File: config.mk
export PLATFORM = sky130hd
export DESIGN_NAME = warp_scheduler_rr
export DESIGN_NICKNAME = d
export VERILOG_FILES = /design/src/rtl/warp_scheduler_rr_pkg.sv /design/src/rtl/warp_scheduler_rr_rr_arbiter.sv /design/src/rtl/warp_scheduler_rr.sv
export SDC_FILE = /design/constraint.sdc
export NUM_CORES = 1
export LEC_CHECK = 0
export CAP_MARGIN = 20
export CELL_PAD_IN_SITES_DETAIL_PLACEMENT = 1
export CELL_PAD_IN_SITES_GLOBAL_PLACEMENT = 2
export CORE_UTILIZATION = 41
export CTS_BUF_LIST = sky130_fd_sc_hd__clkbuf_8 sky130_fd_sc_hd__clkbuf_16
export CTS_CLUSTER_SIZE = 10
export DETAILED_ROUTE_END_ITERATION = 8
export DONT_BUFFER_PORTS = 1
export HOLD_SLACK_MARGIN = 0.03
export PLACE_DENSITY_LB_ADDON = 0.15
export SLEW_MARGIN = 20
export SYNTH_ARGS = -nofsm -noshare
export SYNTH_HDL_FRONTEND = slang
export SYNTH_SLANG_ARGS = --single-unit
File: constraint.sdc
create_clock -name clk -period 2.5 [get_ports clk]
set_clock_uncertainty 0.05 [all_clocks]
set_input_delay 0.25 -clock clk [delete_from_list [all_inputs] [get_ports clk]]
set_output_delay 0.25 -clock clk [all_outputs]
set_load 0.03 [all_outputs]
File: src/rtl/warp_scheduler_rr_pkg.sv
// Shared definitions for the round-robin warp scheduler and its arbiter.
package warp_scheduler_rr_pkg;

    typedef enum logic [1:0] {
        ST_IDLE = 2'd0,
        ST_RUN  = 2'd1,
        ST_DONE = 2'd2
    } sched_state_t;

    // Value every warp PC takes on reset.
    localparam int PC_RESET = 0;

    // Width of a warp id. Never below 1, so a 2-warp build still has a usable id port.
    function automatic int wid_width(input int n);
        return (n > 2) ? $clog2(n) : 1;
    endfunction

endpackage

File: src/rtl/warp_scheduler_rr_rr_arbiter.sv
// Combinational round-robin pick: the first requester at or after ptr, wrapping modulo NUM_WARPS.
// Kept generic so the LSU arbiter can reuse it.
module rr_arbiter
    import warp_scheduler_rr_pkg::*;
#(
    parameter int NUM_WARPS = 4,
    parameter int WID_W     = wid_width(NUM_WARPS)
) (
    input  logic [NUM_WARPS-1:0] request,
    input  logic [WID_W-1:0]     ptr,
    output logic [WID_W-1:0]     grant_id,
    output logic                 grant_valid
);

    logic [WID_W-1:0] idx;

    // Walk the offsets from farthest to nearest so the nearest requester is the last one written.
    // NUM_WARPS is a power of two, so the wrap is just the natural overflow of idx.
    always_comb begin
        grant_id    = '0;
        grant_valid = 1'b0;
        idx         = '0;
        for (int k = NUM_WARPS - 1; k >= 0; k--) begin
            idx = ptr + WID_W'(k);
            if (request[idx]) begin
                grant_id    = idx;
                grant_valid = 1'b1;
            end
        end
    end

endmodule

File: src/rtl/warp_scheduler_rr.sv
// Round-robin warp scheduler. It keeps the PC, active and in-flight state of every warp
// and offers one eligible warp at a time to instruction fetch.
//
// state   | meaning
// --------+-------------------------------------------------------------
// ST_IDLE | after reset, no kernel loaded
// ST_RUN  | kernel running; warps are picked and issued to fetch
// ST_DONE | every warp has exited; all_done is high until the next start
module warp_scheduler_rr
    import warp_scheduler_rr_pkg::*;
#(
    parameter int NUM_WARPS = 4,
    parameter int PC_WIDTH  = 8,
    parameter int WID_W     = wid_width(NUM_WARPS)
) (
    input  logic                 clk,
    input  logic                 reset,
    input  logic                 start,
    input  logic [PC_WIDTH-1:0]  start_pc,
    input  logic [NUM_WARPS-1:0] warp_enable,
    input  logic [NUM_WARPS-1:0] ready_warps,
    output logic                 issue_valid,
    input  logic                 issue_ready,
    output logic [WID_W-1:0]     warp_num,
    output logic [PC_WIDTH-1:0]  pc,
    input  logic                 pc_upd_valid,
    input  logic [WID_W-1:0]     pc_upd_warp,
    input  logic [PC_WIDTH-1:0]  pc_upd_pc,
    input  logic                 done_valid,
    input  logic [WID_W-1:0]     done_warp,
    output logic                 busy,
    output logic                 all_done
);

    sched_state_t         state, state_nx;
    logic [PC_WIDTH-1:0]  pc_r [NUM_WARPS];
    logic [NUM_WARPS-1:0] active;
    logic [NUM_WARPS-1:0] inflight;
    logic [WID_W-1:0]     rr_ptr;
    logic [NUM_WARPS-1:0] eligible;
    logic [WID_W-1:0]     grant_id;
    logic                 grant_valid;
    logic                 launch;
    logic                 handshake;

    // A start is taken from IDLE or DONE. A start that arrives during RUN is dropped.
    assign launch    = start && (state != ST_RUN);
    assign handshake = issue_valid && issue_ready;
    assign eligible  = active & ~inflight & ready_warps;

    rr_arbiter #(
        .NUM_WARPS (NUM_WARPS),
        .WID_W     (WID_W)
    ) u_arb (
        .request     (eligible),
        .ptr         (rr_ptr),
        .grant_id    (grant_id),
        .grant_valid (grant_valid)
    );

    // State register.
    always_ff @(posedge clk) begin
        if (reset) state <= ST_IDLE;
        else       state <= state_nx;
    end

    // Next-state logic and the status outputs.
    always_comb begin
        state_nx = state;
        busy     = 1'b0;
        all_done = 1'b0;
        case (state)
            ST_IDLE, ST_DONE: begin
                all_done = (state == ST_DONE);
                if (start) state_nx = (warp_enable == '0) ? ST_DONE : ST_RUN;
            end
            ST_RUN: begin
                busy = 1'b1;
                if ((active == '0) && !issue_valid) state_nx = ST_DONE;
            end
            default: state_nx = ST_IDLE;
        endcase
    end

    // Per-warp context. Statements are ordered so that the later write wins: a done event
    // overrides a PC writeback or a handshake aimed at the same warp.
    always_ff @(posedge clk) begin
        if (reset) begin
            active   <= '0;
            inflight <= '0;
            rr_ptr   <= '0;
            for (int i = 0; i < NUM_WARPS; i++) pc_r[i] <= PC_WIDTH'(PC_RESET);
        end else if (launch) begin
            active   <= warp_enable;
            inflight <= '0;
            rr_ptr   <= '0;
            for (int i = 0; i < NUM_WARPS; i++) pc_r[i] <= start_pc;
        end else if (state == ST_RUN) begin
            if (handshake) begin
                inflight[warp_num] <= 1'b1;
                rr_ptr             <= warp_num + 1'b1;
            end
            if (pc_upd_valid && inflight[pc_upd_warp] && active[pc_upd_warp]) begin
                pc_r[pc_upd_warp]     <= pc_upd_pc;
                inflight[pc_upd_warp] <= 1'b0;
            end
            if (done_valid) begin
                active[done_warp]   <= 1'b0;
                inflight[done_warp] <= 1'b0;
            end
        end
    end

    // Issue register: the offer is held stable until fetch takes it. A new warp is picked
    // only while no offer is outstanding, which also rules out a pick in the handshake cycle.
    always_ff @(posedge clk) begin
        if (reset) begin
            issue_valid <= 1'b0;
            warp_num    <= '0;
            pc          <= '0;
        end else if (state == ST_RUN) begin
            if (issue_valid) begin
                if (issue_ready) issue_valid <= 1'b0;
            end else if (grant_valid) begin
                issue_valid <= 1'b1;
                warp_num    <= grant_id;
                pc          <= pc_r[grant_id];
            end
        end else begin
            issue_valid <= 1'b0;
        end
    end

endmodule

Yosys cells after proc, flatten, opt, wreduce, memory -nomap -nowiden
Memory sizes are Yosys's and may differ from the RTL's. A register that Yosys moved wholly into a read port is not among the register bits.
Index checks and enable logic that the tools add are counted.
- register bits after elaboration: 15
- latch bits: 0
- bits in writable memories: 32
- ROM bits: 0
- bits of input ports: 34
- output and inout port bits: 13
- word-level logic and storage cells: 127
- memories: 1
- memory list (name ; words ; width ; read ports ; clocked after memory_dff ; write ports ; line ; text):
    pc_r ; 4 ; 8 ; 1 ; 1 ; 4 ; warp_scheduler_rr.sv:36 ; logic [PC_WIDTH-1:0] pc_r [NUM_WARPS];
- add/subtract/negate cells: 4
- $mul: 0
- div/mod/pow operators: 0
- order comparisons: 10
- eq/ne operators: 5
- shifts and indexed selects: 0
- multiplexer cells: 64
- bitwise gates (word level): 15
- reductions and logical operators: 22
- operators by type and width (cell ; count):
    4-bit 2-to-1 mux ; 12
    8-bit 2-to-1 mux ; 5
    1-bit 2-to-1 mux ; 29
    2-bit by 3-bit < comparator with 1-bit output (second input constant) ; 7
    4-bit AND ; 5
    2-bit 2-to-1 mux ; 8
    1-bit binary-select mux with 2-bit select ; 6
    4-bit inverter ; 3
    1-bit logical AND ; 8
    4-bit logical NOT ; 2
    8-bit OR reduction ; 1
    1-bit demux with 2-bit select ; 3
    2-bit by 1-bit >= comparator with 1-bit output (second input constant) ; 3
    2-bit AND reduction ; 3
    2-bit OR reduction ; 3
    2-bit by 1-bit adder with 2-bit output (second input constant) ; 2
    2-bit adder (second input constant) ; 2
    2-bit != test (second input constant) ; 2
    1-bit OR ; 4
    4-bit OR ; 1
    2-bit case mux with 2 select lines ; 1
    2-bit nonzero test ; 2
    3-bit AND reduction ; 1
    2-bit by 1-bit equality test with 1-bit output (second input constant) ; 1
    other kinds (5) ; 6

Depth between registers and ports, before layout
- word-level depth: 16
- mapped depth: 6
- depth with buffers taken out: 6

Hierarchy
A second synthesis with hierarchy kept.
- cell total of the unflattened synthesis: 244
- area total of the unflattened synthesis: 2726.4 sq um
- by module, submodules not included (module ; instances ; cells an instance ; area each (sq um) ; sequential area each (sq um)):
    warp_scheduler_rr ; 1 ; 231 ; 2648.8 ; 1421.4
    rr_arbiter ; 1 ; 13 ; 77.6 ; 0.0

Worst setup path after synthesis
Ideal clock, no wire load.
- path kind: register to register
- from: register inflight[2]
- to: register pc[5] (read register of pc_r)
- library setup time: 122 ps
- data arrival time: 1944 ps
- slack: 385 ps
- stages on the path, launching flop included: 7
- cells stage by stage: dfxtp_1 > and3b_1 > or3b_2 > nand3_2 > buf_6 > mux2_4 > a221o_1
- longest elaborated chain between the ends: 10
- elaborated cells on any way between the ends: 20
- classes of those cells: mux: 16; bitwise: 3; reduce/logical: 1
- RTL lines (element ; line ; text):
    start, declared ; warp_scheduler_rr.sv:38 ; logic [NUM_WARPS-1:0] inflight;
    start signal, assigned ; warp_scheduler_rr.sv:90 ; inflight <= '0;
    start signal, assigned ; warp_scheduler_rr.sv:95 ; inflight <= '0;
    start signal, assigned by index ; warp_scheduler_rr.sv:100 ; inflight[warp_num] <= 1'b1;
    4-bit inverter * ; warp_scheduler_rr.sv:49 ; assign eligible = active & ~inflight & ready_warps;
    4-bit AND * (2 in a row) ; warp_scheduler_rr.sv:49 ;
    1-bit binary-select mux with 2-bit select ; warp_scheduler_rr_rr_arbiter.sv:25 ; if (request[idx]) begin
    1-bit 2-to-1 mux (not written as such) ; warp_scheduler_rr_rr_arbiter.sv:25 ;
    1-bit 2-to-1 mux (4 in a row) ; warp_scheduler_rr_rr_arbiter.sv:25 ;
    3-bit AND reduction (no line) ; n/a ;
    end, declared ; warp_scheduler_rr.sv:25 ; output logic [PC_WIDTH-1:0] pc,
Mark *: on every way between the ends. The rest lies on a longest branch, timed or not. The select of a mux whose other input is x is not followed.
A chain may end at the register's enable or synchronous reset.

Final worst setup path
- from: register active[2]
- to: register pc[2] (read register of pc_r)
- longest elaborated chain between the ends: 9
- elaborated cells on any way between the ends: 19
- classes of those cells: mux: 16; bitwise: 2; reduce/logical: 1
- RTL lines (element ; line ; text):
    start, declared ; warp_scheduler_rr.sv:37 ; logic [NUM_WARPS-1:0] active;
    start signal, assigned ; warp_scheduler_rr.sv:94 ; active <= warp_enable;
    4-bit AND * (2 in a row) ; warp_scheduler_rr.sv:49 ;
    1-bit binary-select mux with 2-bit select ; warp_scheduler_rr_rr_arbiter.sv:25 ;
    1-bit 2-to-1 mux (not written as such) ; warp_scheduler_rr_rr_arbiter.sv:25 ;
    1-bit 2-to-1 mux (4 in a row) ; warp_scheduler_rr_rr_arbiter.sv:25 ;
    3-bit AND reduction (no line) ; n/a ;
Marked as above.

==> key figures <==
Worst setup path
  • Worst path bufs/invs: 0
  • Req. time, crit path: 2670 ps
  • Worst Setup End Kind: flip-flop
  • Cell chain of the critical path: and3b_1 -> or3b_2 -> nand3_2 -> mux2_2 -> a221o_1
  • CP peak stage delay: 500 ps
  • Slowest cell on the critical path: or3b_2
  • Crit Path Class: flip-flop to flip-flop
  • CP startpoint kind: flip-flop
  • Crit Path Max Fanout: 15
  • WP data arrival: 2510 ps
  • CP top delay family: simple AND/OR/NAND/NOR gates

Die
  • Io pins: 47
  • Die ar.: 0.00695 mm2
  • Die Width: 83.4 um
  • Die height: 83.4 um
  • Site Rows: 29
  • Core box area: 0.00639 mm2
  • Initial Util: 42.5%

Global route
  • Vias in the first global route: 2100
  • Pin count of the biggest net entering global routing: 36
  • Grt ovf: 0
  • Initial antenna violation count: 0
  • First-pass GRT wire length: 11600 um
  • Total GRT Usage: 21.8%

Clock network
  • Clk pin slew, worst setup/hold paths: 110 ps
  • PostCTS Resize Cnt: 0
  • CTS tree: yes
  • CTS Buffer Depth: 2
  • CTS buffer count: 5
  • Worst skew pair latency: 320 ps
  • H-tree levels: 2
  • Post-CTS setup buffers: 0
  • Clk Tree Root Cell: clkbuf_8
  • CTS sink count: 55

Synth
  • Simple-gate area share of the yosys netlist: 14.3%
  • Synth cell types: 48
  • Synthesized cell area: 0.00271 mm2
  • Synth Net Count: 273
  • Main synth FF type: edfxtp_1
  • Synth Instances: 235
  • Post-Synth XOR/XNOR Area: 0%
  • Mux share of post-synthesis cell area: 7.61%
  • Async SR Flop Fraction: 0%
  • Flops & latches, synth: 55
  • Register area share after synthesis: 52.4%
  • Synth Area in Compound Gates: 21.3%
  • Mapped Avg Cell Area: 11.5 um2
  • Area share of fa/ha/maj cells after synthesis: 1.84%
  • Largest family of logic cells by synthesized area: compound AO/OA/AOI/OAI gates
  • EDFF count, synth: 32
  • Synth warn: 0

Timing
  • Fmax: 427 MHz
  • RSZ-0062 raised after global routing: no
  • Relative slew margins: 25.5%
  • Final max-slew violation count: 0
  • Crit path time final: 2340 ps
  • Hold Fails Final Rpt: 0
  • Final Setup Violations: 0
  • Setup TNS: 0 ps
  • Worst-Margin Slew: 1110 ps
  • Period utilization: 93.8%

Placement
  • # placed instances: 312
  • Post-DP HPWL: 5420 um
  • Port bufs: 0
  • Routability Congestion: 0.886

Pwr
  • VDD IR max: 276 uV
  • Pwr Density: 598 mW/mm2
  • Static leakage: 1.13 nW

Route
  • DRT Pass-1 Iters: 4
  • Remaining antenna violation count after routing: 0
  • WL/cell: 22.0 um
  • DR vias: 2033
  • 1st-iter DRT viols: 74
  • Drt drc: 0
  • Via density per instance: 6.22
  • Final WL: 7180 um

Cells and area
  • Fillers: 711
  • Non-filler cells, final: 327
  • Nets: 287
  • FF/Latch Area: 0.00142 mm2
  • Ratio of cells with drive above 1 in the final layout: 14.8%
  • Area grow syn2layout: 10.1%
  • Multi-input logic area: 0.00123 mm2
  • Antenna cells: 0

Outcome
  • Status: completed

Min path
  • Worst Hold Class: input port to flip-flop

Job
  • Max_cap viols: 0
[final timing paths]
kind / to / slack, ps / from / cells past startpoint
worst max-delay path: pc[2]$_SDFFE_PP0P_ / 160 / active[2]$_SDFFE_PP0P_ / 5
worst min-delay path: active[1]$_SDFFE_PP0P_ / 50 / done_warp[1] / 2
worst max register to register: pc[2]$_SDFFE_PP0P_ / 160 / active[2]$_SDFFE_PP0P_ / 5
worst min register to register: inflight[1]$_SDFFE_PP0P_ / 490 / inflight[1]$_SDFFE_PP0P_ / 2
[what timing repair did]
item	in CTS	in global routing
hold endpoints to repair	10	0
hold buffers	7	0
endpoints found under the setup margin	0	0
[cell type report]
cell class / count / share of cell area [%]
Multi-Input combinational cell: 166 / 41.1
Tap cell: 77 / 3.22
Sequential cell: 55 / 47.6
Clock buffer: 5 / 2.30
Timing Repair Buffer: 15 / 4.35
Clock inverter: 3 / 0.753
Inverter: 6 / 0.753
[kinds of logic (layout without fill, tap and decap cells)]
family                   count (synthesis)  in the layout
adder cells (fa/ha/maj)                  4              4
AND/OR/NAND/NOR                         70             70
buffers and inverters                   14             29
multiplexers                            18             18
AO/OA/AOI/OAI                           74             74
flip-flops                              55             55
[worst reg2reg max path, stage by stage (launching register included)]
cell	delay, ps
dfxtp_1	390
and3b_1	240
or3b_2	500
nand3_2	340
mux2_2	390
a221o_1	340
[report_power, final]
part / total [W] / switching, W / internal (W)
Combinational: 0.000210 / 0.000113 / 0.0000968
Sequential: 0.00106 / 0.0000380 / 0.00102
Clock: 0.000521 / 0.000319 / 0.000202
Total: 0.00179 / 0.000470 / 0.00132
[metrics by stage]
stage	worst slack [ps]	power (W)	area, um2	hold WS [ps]	util (%)
2_1_floorplan	385	0.00121	2710	306	-
3_3_place_gp	247	0.00127	2830	272	44.3
3_5_place_dp	178	0.00128	2830	275	44.3
4_1_cts	170	0.00180	2990	46.4	46.8
5_1_grt	69.3	0.00186	2990	44.6	46.8
6_report	156	0.00179	2990	52.5	46.8
[flip-flops by register name, indices dropped and copies added, names as in the netlist]
name         flops
active           4
inflight         4
issue_valid      1
pc               8
pc_r            32
rr_ptr           2
state            2
warp_num         2
[synth_stat cells, types with 5 or more instances]
library cell | count | area [um2]
a22o_1 | 33 | 289
edfxtp_1 | 32 | 961
dfxtp_1 | 23 | 460
nor2_1 | 15 | 56.3
nand2_1 | 14 | 52.6
a21oi_1 | 12 | 60.1
mux2_2 | 11 | 124
and3_1 | 8 | 50.1
a221o_1 | 7 | 70.1
nor3_1 | 7 | 35.0
o21ai_0 | 6 | 30.0
clkbuf_1 | 5 | 18.8
inv_1 | 5 | 18.8
[cell usage in the layout, fill, tap and decap left out, types with 8 or more instances in the layout]
| master | synthesis | layout |
|---|---|---|
| edfxtp_1 | 32 | 32 |
| nand2_1 | 14 | 14 |
| a21oi_1 | 12 | 12 |
| nor2_1 | 15 | 14 |
| a22o_1 | 33 | 33 |
| dfxtp_1 | 23 | 23 |
| mux2_2 | 11 | 11 |
| and3_1 | 8 | 8 |
| buf_4 | 0 | 8 |
[layer usage]
layer | global-route usage [%] | vias to the layer above | share of wire [%]
met4 | 7.05 | 0 | 1.3
met2 | 32.7 | 67 | 45
met3 | 3.78 | 8 | 6.1
met1 | 31.9 | 1002 | 48
met5 | 0 | - | 0
li1 | - | 956 | -
Note: power is estimated with default switching activity, not from simulation.
